===== src/rtl/pipeline_scoreboard_pkg.sv =====
// Shared constants for the pipeline scoreboard: register-index widths,
// forward-select encoding and the HI/LO counter indices.
package pipeline_scoreboard_pkg;

  // GPR index width and count; GPR 0 is hard-wired and never tracked.
  localparam int unsigned GPR_W   = 5;
  localparam int unsigned NUM_GPR = 32;

  // Forward-select encoding: 0 reads the register file, k selects stage k.
  localparam int unsigned SEL_REGFILE = 0;

  // HI/LO special-register indices into the two-entry HI/LO vectors.
  localparam int unsigned HILO_HI  = 0;
  localparam int unsigned HILO_LO  = 1;
  localparam int unsigned NUM_HILO = 2;

  // Width of one forward-select field for a given number of stages.
  function automatic int unsigned sel_width(input int unsigned num_stages);
    return $clog2(num_stages + 1);
  endfunction

endpackage


===== src/rtl/pipeline_scoreboard_sb_counter.sv =====
// sb_counter: one per-register latency counter. Counts down to zero each
// cycle; a load keeps the larger of the decremented value and the new
// latency so a short-latency writer never hides a longer one in flight.
module sb_counter #(
  parameter int unsigned LAT_W = 4
) (
  input  logic             clk_i,
  input  logic             rst_ni,
  input  logic             clr_i,
  input  logic             load_i,
  input  logic [LAT_W-1:0] load_val_i,
  output logic [LAT_W-1:0] cnt_o
);

  logic [LAT_W-1:0] cnt_q, cnt_d;
  logic [LAT_W-1:0] dec;

  // Next count: clear wins, then max-load, otherwise saturating decrement.
  always_comb begin
    dec   = (cnt_q != '0) ? (cnt_q - LAT_W'(1)) : '0;
    cnt_d = dec;
    if (clr_i) begin
      cnt_d = '0;
    end else if (load_i) begin
      cnt_d = (dec > load_val_i) ? dec : load_val_i;
    end
  end

  // Counter state, cleared immediately by reset.
  always_ff @(posedge clk_i or negedge rst_ni) begin
    if (!rst_ni) begin
      cnt_q <= '0;
    end else begin
      cnt_q <= cnt_d;
    end
  end

  assign cnt_o = cnt_q;

endmodule


===== src/rtl/pipeline_scoreboard.sv =====
// pipeline_scoreboard: per-GPR latency scoreboard for an in-order pipeline.
// Stalls decode while a source register still has a result in flight, picks
// the youngest forwarding stage for each source, and counts stall cycles.
// Optional HI/LO tracking is enabled by defining SCOREBOARD_HILO_EN.
module pipeline_scoreboard
  import pipeline_scoreboard_pkg::*;
#(
  parameter int unsigned NUM_SRC    = 2,
  parameter int unsigned NUM_STAGES = 3,
  parameter int unsigned LAT_W      = 4
) (
  input  logic                                        clk,
  input  logic                                        reset_n,
  input  logic                                        flush,
  input  logic                                        issue_valid,
  input  logic [4:0]                                  issue_dest,
  input  logic [LAT_W-1:0]                            issue_latency,
  input  logic [NUM_SRC*5-1:0]                        src_reg,
  input  logic [NUM_STAGES-1:0]                       stage_wr,
  input  logic [NUM_STAGES*5-1:0]                     stage_dest,
`ifdef SCOREBOARD_HILO_EN
  input  logic [1:0]                                  issue_hilo,
  input  logic [1:0]                                  src_hilo,
  input  logic [NUM_STAGES*2-1:0]                     stage_hilo_wr,
  output logic [2*$clog2(NUM_STAGES+1)-1:0]           hilo_fwd_sel,
`endif
  output logic                                        stall,
  output logic [NUM_SRC*$clog2(NUM_STAGES+1)-1:0]     src_fwd_sel,
  output logic [31:0]                                 stall_count
);

  localparam int unsigned SEL_W = sel_width(NUM_STAGES);

  logic [LAT_W-1:0]         cnt [NUM_GPR];
  logic                     stall_raw;
  logic                     issue_acc;
  logic [GPR_W-1:0]         stall_idx;
  logic [GPR_W-1:0]         fwd_idx;
  logic [SEL_W-1:0]         fwd_one;
  logic [NUM_SRC*SEL_W-1:0] fwd_sel;
  logic [31:0]              stall_count_q, stall_count_d;

  // A stalled or flushed issue is dropped; counters then only decrement.
  assign issue_acc = issue_valid & ~stall_raw & ~flush;

  // GPR 0 has no counter and reads as idle.
  assign cnt[0] = '0;

  for (genvar r = 1; r < NUM_GPR; r++) begin : g_gpr
    sb_counter #(
      .LAT_W (LAT_W)
    ) u_cnt (
      .clk_i      (clk),
      .rst_ni     (reset_n),
      .clr_i      (flush),
      .load_i     (issue_acc && (issue_dest == GPR_W'(r))),
      .load_val_i (issue_latency),
      .cnt_o      (cnt[r])
    );
  end

`ifdef SCOREBOARD_HILO_EN
  logic [LAT_W-1:0] hilo_cnt [NUM_HILO];
  logic [SEL_W-1:0] hilo_one;
  logic [2*SEL_W-1:0] hilo_sel;

  for (genvar h = 0; h < NUM_HILO; h++) begin : g_hilo
    sb_counter #(
      .LAT_W (LAT_W)
    ) u_cnt (
      .clk_i      (clk),
      .rst_ni     (reset_n),
      .clr_i      (flush),
      .load_i     (issue_acc && issue_hilo[h]),
      .load_val_i (issue_latency),
      .cnt_o      (hilo_cnt[h])
    );
  end

  // HI/LO forwarding: youngest stage writing the requested special register.
  always_comb begin
    hilo_sel = '0;
    hilo_one = '0;
    for (int unsigned h = 0; h < NUM_HILO; h++) begin
      hilo_one = SEL_W'(SEL_REGFILE);
      // Walk oldest to youngest so the youngest match is the one that sticks.
      for (int unsigned k = NUM_STAGES; k > 0; k--) begin
        if (src_hilo[h] && stage_hilo_wr[(k-1)*NUM_HILO + h]) begin
          hilo_one = SEL_W'(k);
        end
      end
      hilo_sel[h*SEL_W +: SEL_W] = hilo_one;
    end
  end

  assign hilo_fwd_sel = reset_n ? hilo_sel : '0;
`endif

  // Hazard detect: any nonzero source with a result still in flight.
  always_comb begin
    stall_raw = 1'b0;
    stall_idx = '0;
    for (int unsigned i = 0; i < NUM_SRC; i++) begin
      stall_idx = src_reg[i*GPR_W +: GPR_W];
      if ((stall_idx != '0) && (cnt[stall_idx] != '0)) begin
        stall_raw = 1'b1;
      end
    end
`ifdef SCOREBOARD_HILO_EN
    for (int unsigned h = 0; h < NUM_HILO; h++) begin
      if (src_hilo[h] && (hilo_cnt[h] != '0)) begin
        stall_raw = 1'b1;
      end
    end
`endif
  end

  // GPR forwarding: lowest-numbered (youngest) stage writing the source wins.
  always_comb begin
    fwd_sel = '0;
    fwd_idx = '0;
    fwd_one = '0;
    for (int unsigned i = 0; i < NUM_SRC; i++) begin
      fwd_idx = src_reg[i*GPR_W +: GPR_W];
      fwd_one = SEL_W'(SEL_REGFILE);
      for (int unsigned k = NUM_STAGES; k > 0; k--) begin
        if (stage_wr[k-1] && (fwd_idx != '0) &&
            (stage_dest[(k-1)*GPR_W +: GPR_W] == fwd_idx)) begin
          fwd_one = SEL_W'(k);
        end
      end
      fwd_sel[i*SEL_W +: SEL_W] = fwd_one;
    end
  end

  // Outputs read as idle while reset is held, regardless of stage inputs.
  assign stall       = stall_raw & reset_n;
  assign src_fwd_sel = reset_n ? fwd_sel : '0;

  // Saturating stall-cycle counter.
  always_comb begin
    stall_count_d = stall_count_q;
    if (stall_raw && (stall_count_q != 32'hFFFF_FFFF)) begin
      stall_count_d = stall_count_q + 32'd1;
    end
  end

  // Stall-count state, cleared immediately by reset.
  always_ff @(posedge clk or negedge reset_n) begin
    if (!reset_n) begin
      stall_count_q <= '0;
    end else begin
      stall_count_q <= stall_count_d;
    end
  end

  assign stall_count = stall_count_q;

endmodule


===== config.mk =====
export PLATFORM = sky130hd
export DESIGN_NAME = pipeline_scoreboard
export DESIGN_NICKNAME = d
export VERILOG_FILES = /design/src/rtl/pipeline_scoreboard_pkg.sv /design/src/rtl/pipeline_scoreboard_sb_counter.sv /design/src/rtl/pipeline_scoreboard.sv
export SDC_FILE = /design/constraint.sdc
export NUM_CORES = 1
export LEC_CHECK = 0
export CORE_MARGIN = 10
export CORE_UTILIZATION = 53
export CTS_CLUSTER_DIAMETER = 30
export DETAILED_ROUTE_END_ITERATION = 12
export GPL_TIMING_DRIVEN = 0
export PLACE_DENSITY = 0.75
export SYNTH_ARGS = -nofsm -noshare
export SYNTH_HDL_FRONTEND = slang
export SYNTH_SLANG_ARGS = --single-unit

===== constraint.sdc =====
create_clock -name clk -period 2.9 [get_ports clk]
set_input_delay 0.435 -clock clk [delete_from_list [all_inputs] [get_ports clk]]
set_output_delay 0.435 -clock clk [all_outputs]
set_load 0.05 [all_outputs]

==> impl_results.md <==
- Clock sink total: 156
- RSZ-0062 raised after global routing: yes
- Crit Path Class: reg2out
- Total global routing track utilization: 0.2591
- Layout overhead on the synthesized area: 23.51%
- Period utilization: 1.248
- Layout cells sized above 1: 0.1955
- CTS root buffer: clkbuf_16
- Post-DP HPWL: 26,700 µm
- Vias after detailed routing: 12,010
- Initial antenna violation count: 0
- Number of flops mapped to enable cells by yosys: 0
- CTS tree: done
- Worst endpoint data arrival time: around 3.2 ns
- Placed cell areas: approximately 0.014 mm²
- Combinational power share: 0.222
- Headroom to the max-slew limit: 0.3297
- Worst-path fanout max: 2
- Final WS setup: -0.7205 ns
- Via density per instance: 6.253
- CP endpoint kind: output pin
- Drt drc: 0
- Drt first pass iters: 6
- Initial Utilization: 0.5398
- Worst Hold Slack: 0.4943 ns
- Leak Pwr: 7.041 nW
- Clk network pwr share: 0.396
- Distinct cells, synth: 56
- Startpoint types: register
- Largest net degree at the start of global routing: about 120
- Hold-critical path depth: 1
- Synth warn: 0
- Primary FF master, synth: dfrtp_1
- Syn Inst Count: 1,434
- Register area: 0.003905 mm²
- # IOs: 78
- Fill count: 1,793
- Final instance area: 0.01565 mm²
- Failing checks: setup timing
- Overflow after GRT: 0
- GPL Wtd Cong: ~0.94
- Chip Height: between 150 and 200 µm
- Num CTS Buffers: 17
- Row cnt: 56
- Final Critical Period: roughly 3.6 ns
- Register clock-pin slew on the reported worst setup and hold paths: 0.09 ns
- Worst Tran Pin Value: between 1 and 1.5 ns
- Flop pwr share: 0.382
- Core area: 0.02347 mm²
- Detailed Route WL: approximately 41,000 µm
- Routed wire per std cell: 21.21 µm
- Pre-CTS setup slack: -1.703 ns
- NumNets Final: roughly 1,800
- Reg2reg setup slack: -0.65 ns
- Worst clock skew: roughly 0.023 ns
- Routed Antenna Nets: 0
- Worst Path Required: 2.47 ns
- Clock Latency Late Sink: 0.46 ns
- Final Slew Violations: 0
- IO Port Bufs: 66
- Cell Area, Synth: 0.01267 mm²
- Peak supply drop: 0.0003585 V
- H-tree levels: 4
- Max Cap Viol: 0
- Mapped Nets: 1,600
- Int Pwr: a little under 4 mW
- Post-synthesis sequential area ratio: 0.3081
- Fin util: 0.6667
- Sw Ratio: 0.3516
- R2r endpoint: g_gpr[29].u_cnt.cnt_o[3]$_DFF_PN0_
- Fraction of registers with async set/reset: 1.000
- Worst r2r path cells: 13
- Number of global-route vias before repair: 11,560
- Switching power: approximately 2.1 mW
- Setup-failing EPs final: 157
- Die area: 0.03049 mm²
- N_diodes: 0
- DIE WIDTH: about 170 µm
- HP Class: reg2reg
- Status: finished, violations left
- Synth Area per Inst: roughly 9 µm²
- FF-to-FF Start: g_gpr[27].u_cnt.cnt_o[2]$_DFF_PN0_
- Hold_sp: stall_count[14]$_DFFE_PN0P_
- Global-route wire length before repair: around 63,000 µm
- Fin. Hold Viols: 0
- Seq cells post-synth: 156
- Multi-input gate area: 0.008840 mm²
- CTS Buffer Depth: 2
- DRT iter0 DRCs: 1,260
- Power Density: 384.3 mW/mm²
- Max Fclk: 276.2 MHz
- WHS Endpoint: stall_count[14]$_DFFE_PN0P_
power groups by stage:
stage | Sequential (mW) | Combinational [mW] | Clock, mW
5_1_grt | 2.31 | 1.41 | 2.47
2_1_floorplan | 2.50 | 0.524 | 0
4_1_cts | 2.30 | 1.27 | 2.38
3_3_place_gp | 2.34 | 1.11 | 0
3_5_place_dp | 2.34 | 1.14 | 0
6_report | 2.30 | 1.33 | 2.38
how the worst max path moves through the flow:
stage / start / endpoint / slack (ns)
6_report: g_gpr[27].u_cnt.cnt_o[2]$_DFF_PN0_ / stall / -0.72
3_3_place_gp: reset_n / src_fwd_sel[3] / -5.62
3_5_place_dp: src_reg[1] / stall / -1.70
4_1_cts: g_gpr[27].u_cnt.cnt_o[1]$_DFF_PN0_ / stall / -0.70
2_1_floorplan: g_gpr[25].u_cnt.cnt_o[1]$_DFF_PN0_ / g_gpr[29].u_cnt.cnt_o[3]$_DFF_PN0_ / -0.16
5_1_grt: g_gpr[27].u_cnt.cnt_o[2]$_DFF_PN0_ / stall / -0.75
sequential cells by signal, indices dropped and copies added (netlist names):
name and count:
stall_count 32, g_gpr.u_cnt.cnt_o 124
placed cells by master, fill, tap and decap left out, types with 45 or more instances in the layout:
cell type and instances:
nor2_1 163, dfrtp_1 155, nand2_1 123, ha_1 123
o21ai_0 110, mux2i_1 73, buf_4 59, clkdlybuf4s50_1 56
a21oi_1 49, or2_2 48, nand2b_1 46, nor2b_1 45
through the flow:
| step | total power, mW | TNS, ns | instances |
|---|---|---|---|
| after floorplan | 3.021 | -6.656 | 1434 |
| after global placement | 3.446 | -1038.48 | 1819 |
| after detailed placement | 3.478 | -186.54 | 1821 |
| after CTS | 5.946 | -69.92 | 1904 |
| after global routing | 6.189 | -83.56 | 1920 |
| final | 6.013 | -73.17 | 1920 |
final cells by class:
cell class / count / share of cell area
well taps: 319 / 0.02551
clock inverters: 15 / 0.01303
repair inverters: 1 / 0.0004797
clock buffers: 17 / 0.02718
flip-flops and latches: 156 / 0.2495
inverters: 23 / 0.005917
multi-input cells: 1191 / 0.5649
plain buffers: 58 / 0.02623
repair buffers: 140 / 0.08723
critical path, stage by stage (launching register included):
cell	delay (ns)
dfrtp_1	0.39
or4_4	0.56
mux4_2	0.50
or2_4	0.27
a21oi_4	0.13
a31oi_1	0.06
a32o_2	0.28
buf_12	0.14
buf_12	0.12
and2_4	0.15
buf_8	0.14
what timing repair did:
action | in CTS | in global routing
setup endpoints to repair | 161 | 161
pin swaps | 38 | 22
gates cloned | 5 | 0
hold endpoints to repair | 44 | 0
setup buffers | 49 | 18
resized for setup | 76 | 99
hold buffers | 2 | 0
synth_stat cells (5+ instances only):
master | instances | area (µm²)
nor4b_4 | 6 | 142.6
clkbuf_1 | 47 | 176.4
nand3b_1 | 8 | 60.06
a41oi_1 | 10 | 87.58
nor2b_1 | 45 | 281.5
mux2_2 | 13 | 146.4
o22ai_1 | 5 | 31.28
nor2_1 | 170 | 638.1
nand4_1 | 11 | 68.82
and4_1 | 22 | 192.7
dfrtp_1 | 156 | 3904
nor4_1 | 40 | 250.2
inv_1 | 23 | 86.33
nand2b_1 | 46 | 287.8
o31a_1 | 25 | 219.0
or2_2 | 53 | 331.6
and3_1 | 5 | 31.28
buf_6 | 5 | 56.30
o21a_1 | 9 | 67.56
mux2i_1 | 74 | 740.7
nand2_1 | 126 | 473.0
a21oi_1 | 57 | 285.3
xor2_1 | 28 | 245.2
a211oi_1 | 24 | 180.2
xnor2_1 | 33 | 289.0
o21ai_0 | 110 | 550.5
nor3_1 | 44 | 220.2
ha_1 | 125 | 1564
a311oi_1 | 9 | 78.83
or4_1 | 17 | 127.6
nand3_1 | 15 | 75.07
nor3b_1 | 7 | 52.55
mux4_2 | 5 | 112.6
buf_1 | 8 | 30.03
nor4_4 | 11 | 234.0
layer usage:
metal | global-route usage | up-vias | routed length [µm]
li1 | - | 5547 | -
met1 | 0.3338 | 5784 | 16920
met2 | 0.4215 | 569 | 18890
met3 | 0.04009 | 106 | 3245
met4 | 0.1166 | 0 | 1668
met5 | 0 | - | 0
cells by family (layout without fill, tap and decap cells):
family,count (synthesis),after routing,share of synthesized area
flops,156,156,0.3081
mux,92,92,0.07891
simple gates,645,645,0.2876
xor+xnor,61,61,0.04217
fa+ha+maj,125,125,0.1234
buf+inv,87,254,0.02933
compound gates,268,268,0.1305
Power figures use the tool's default switching activity.
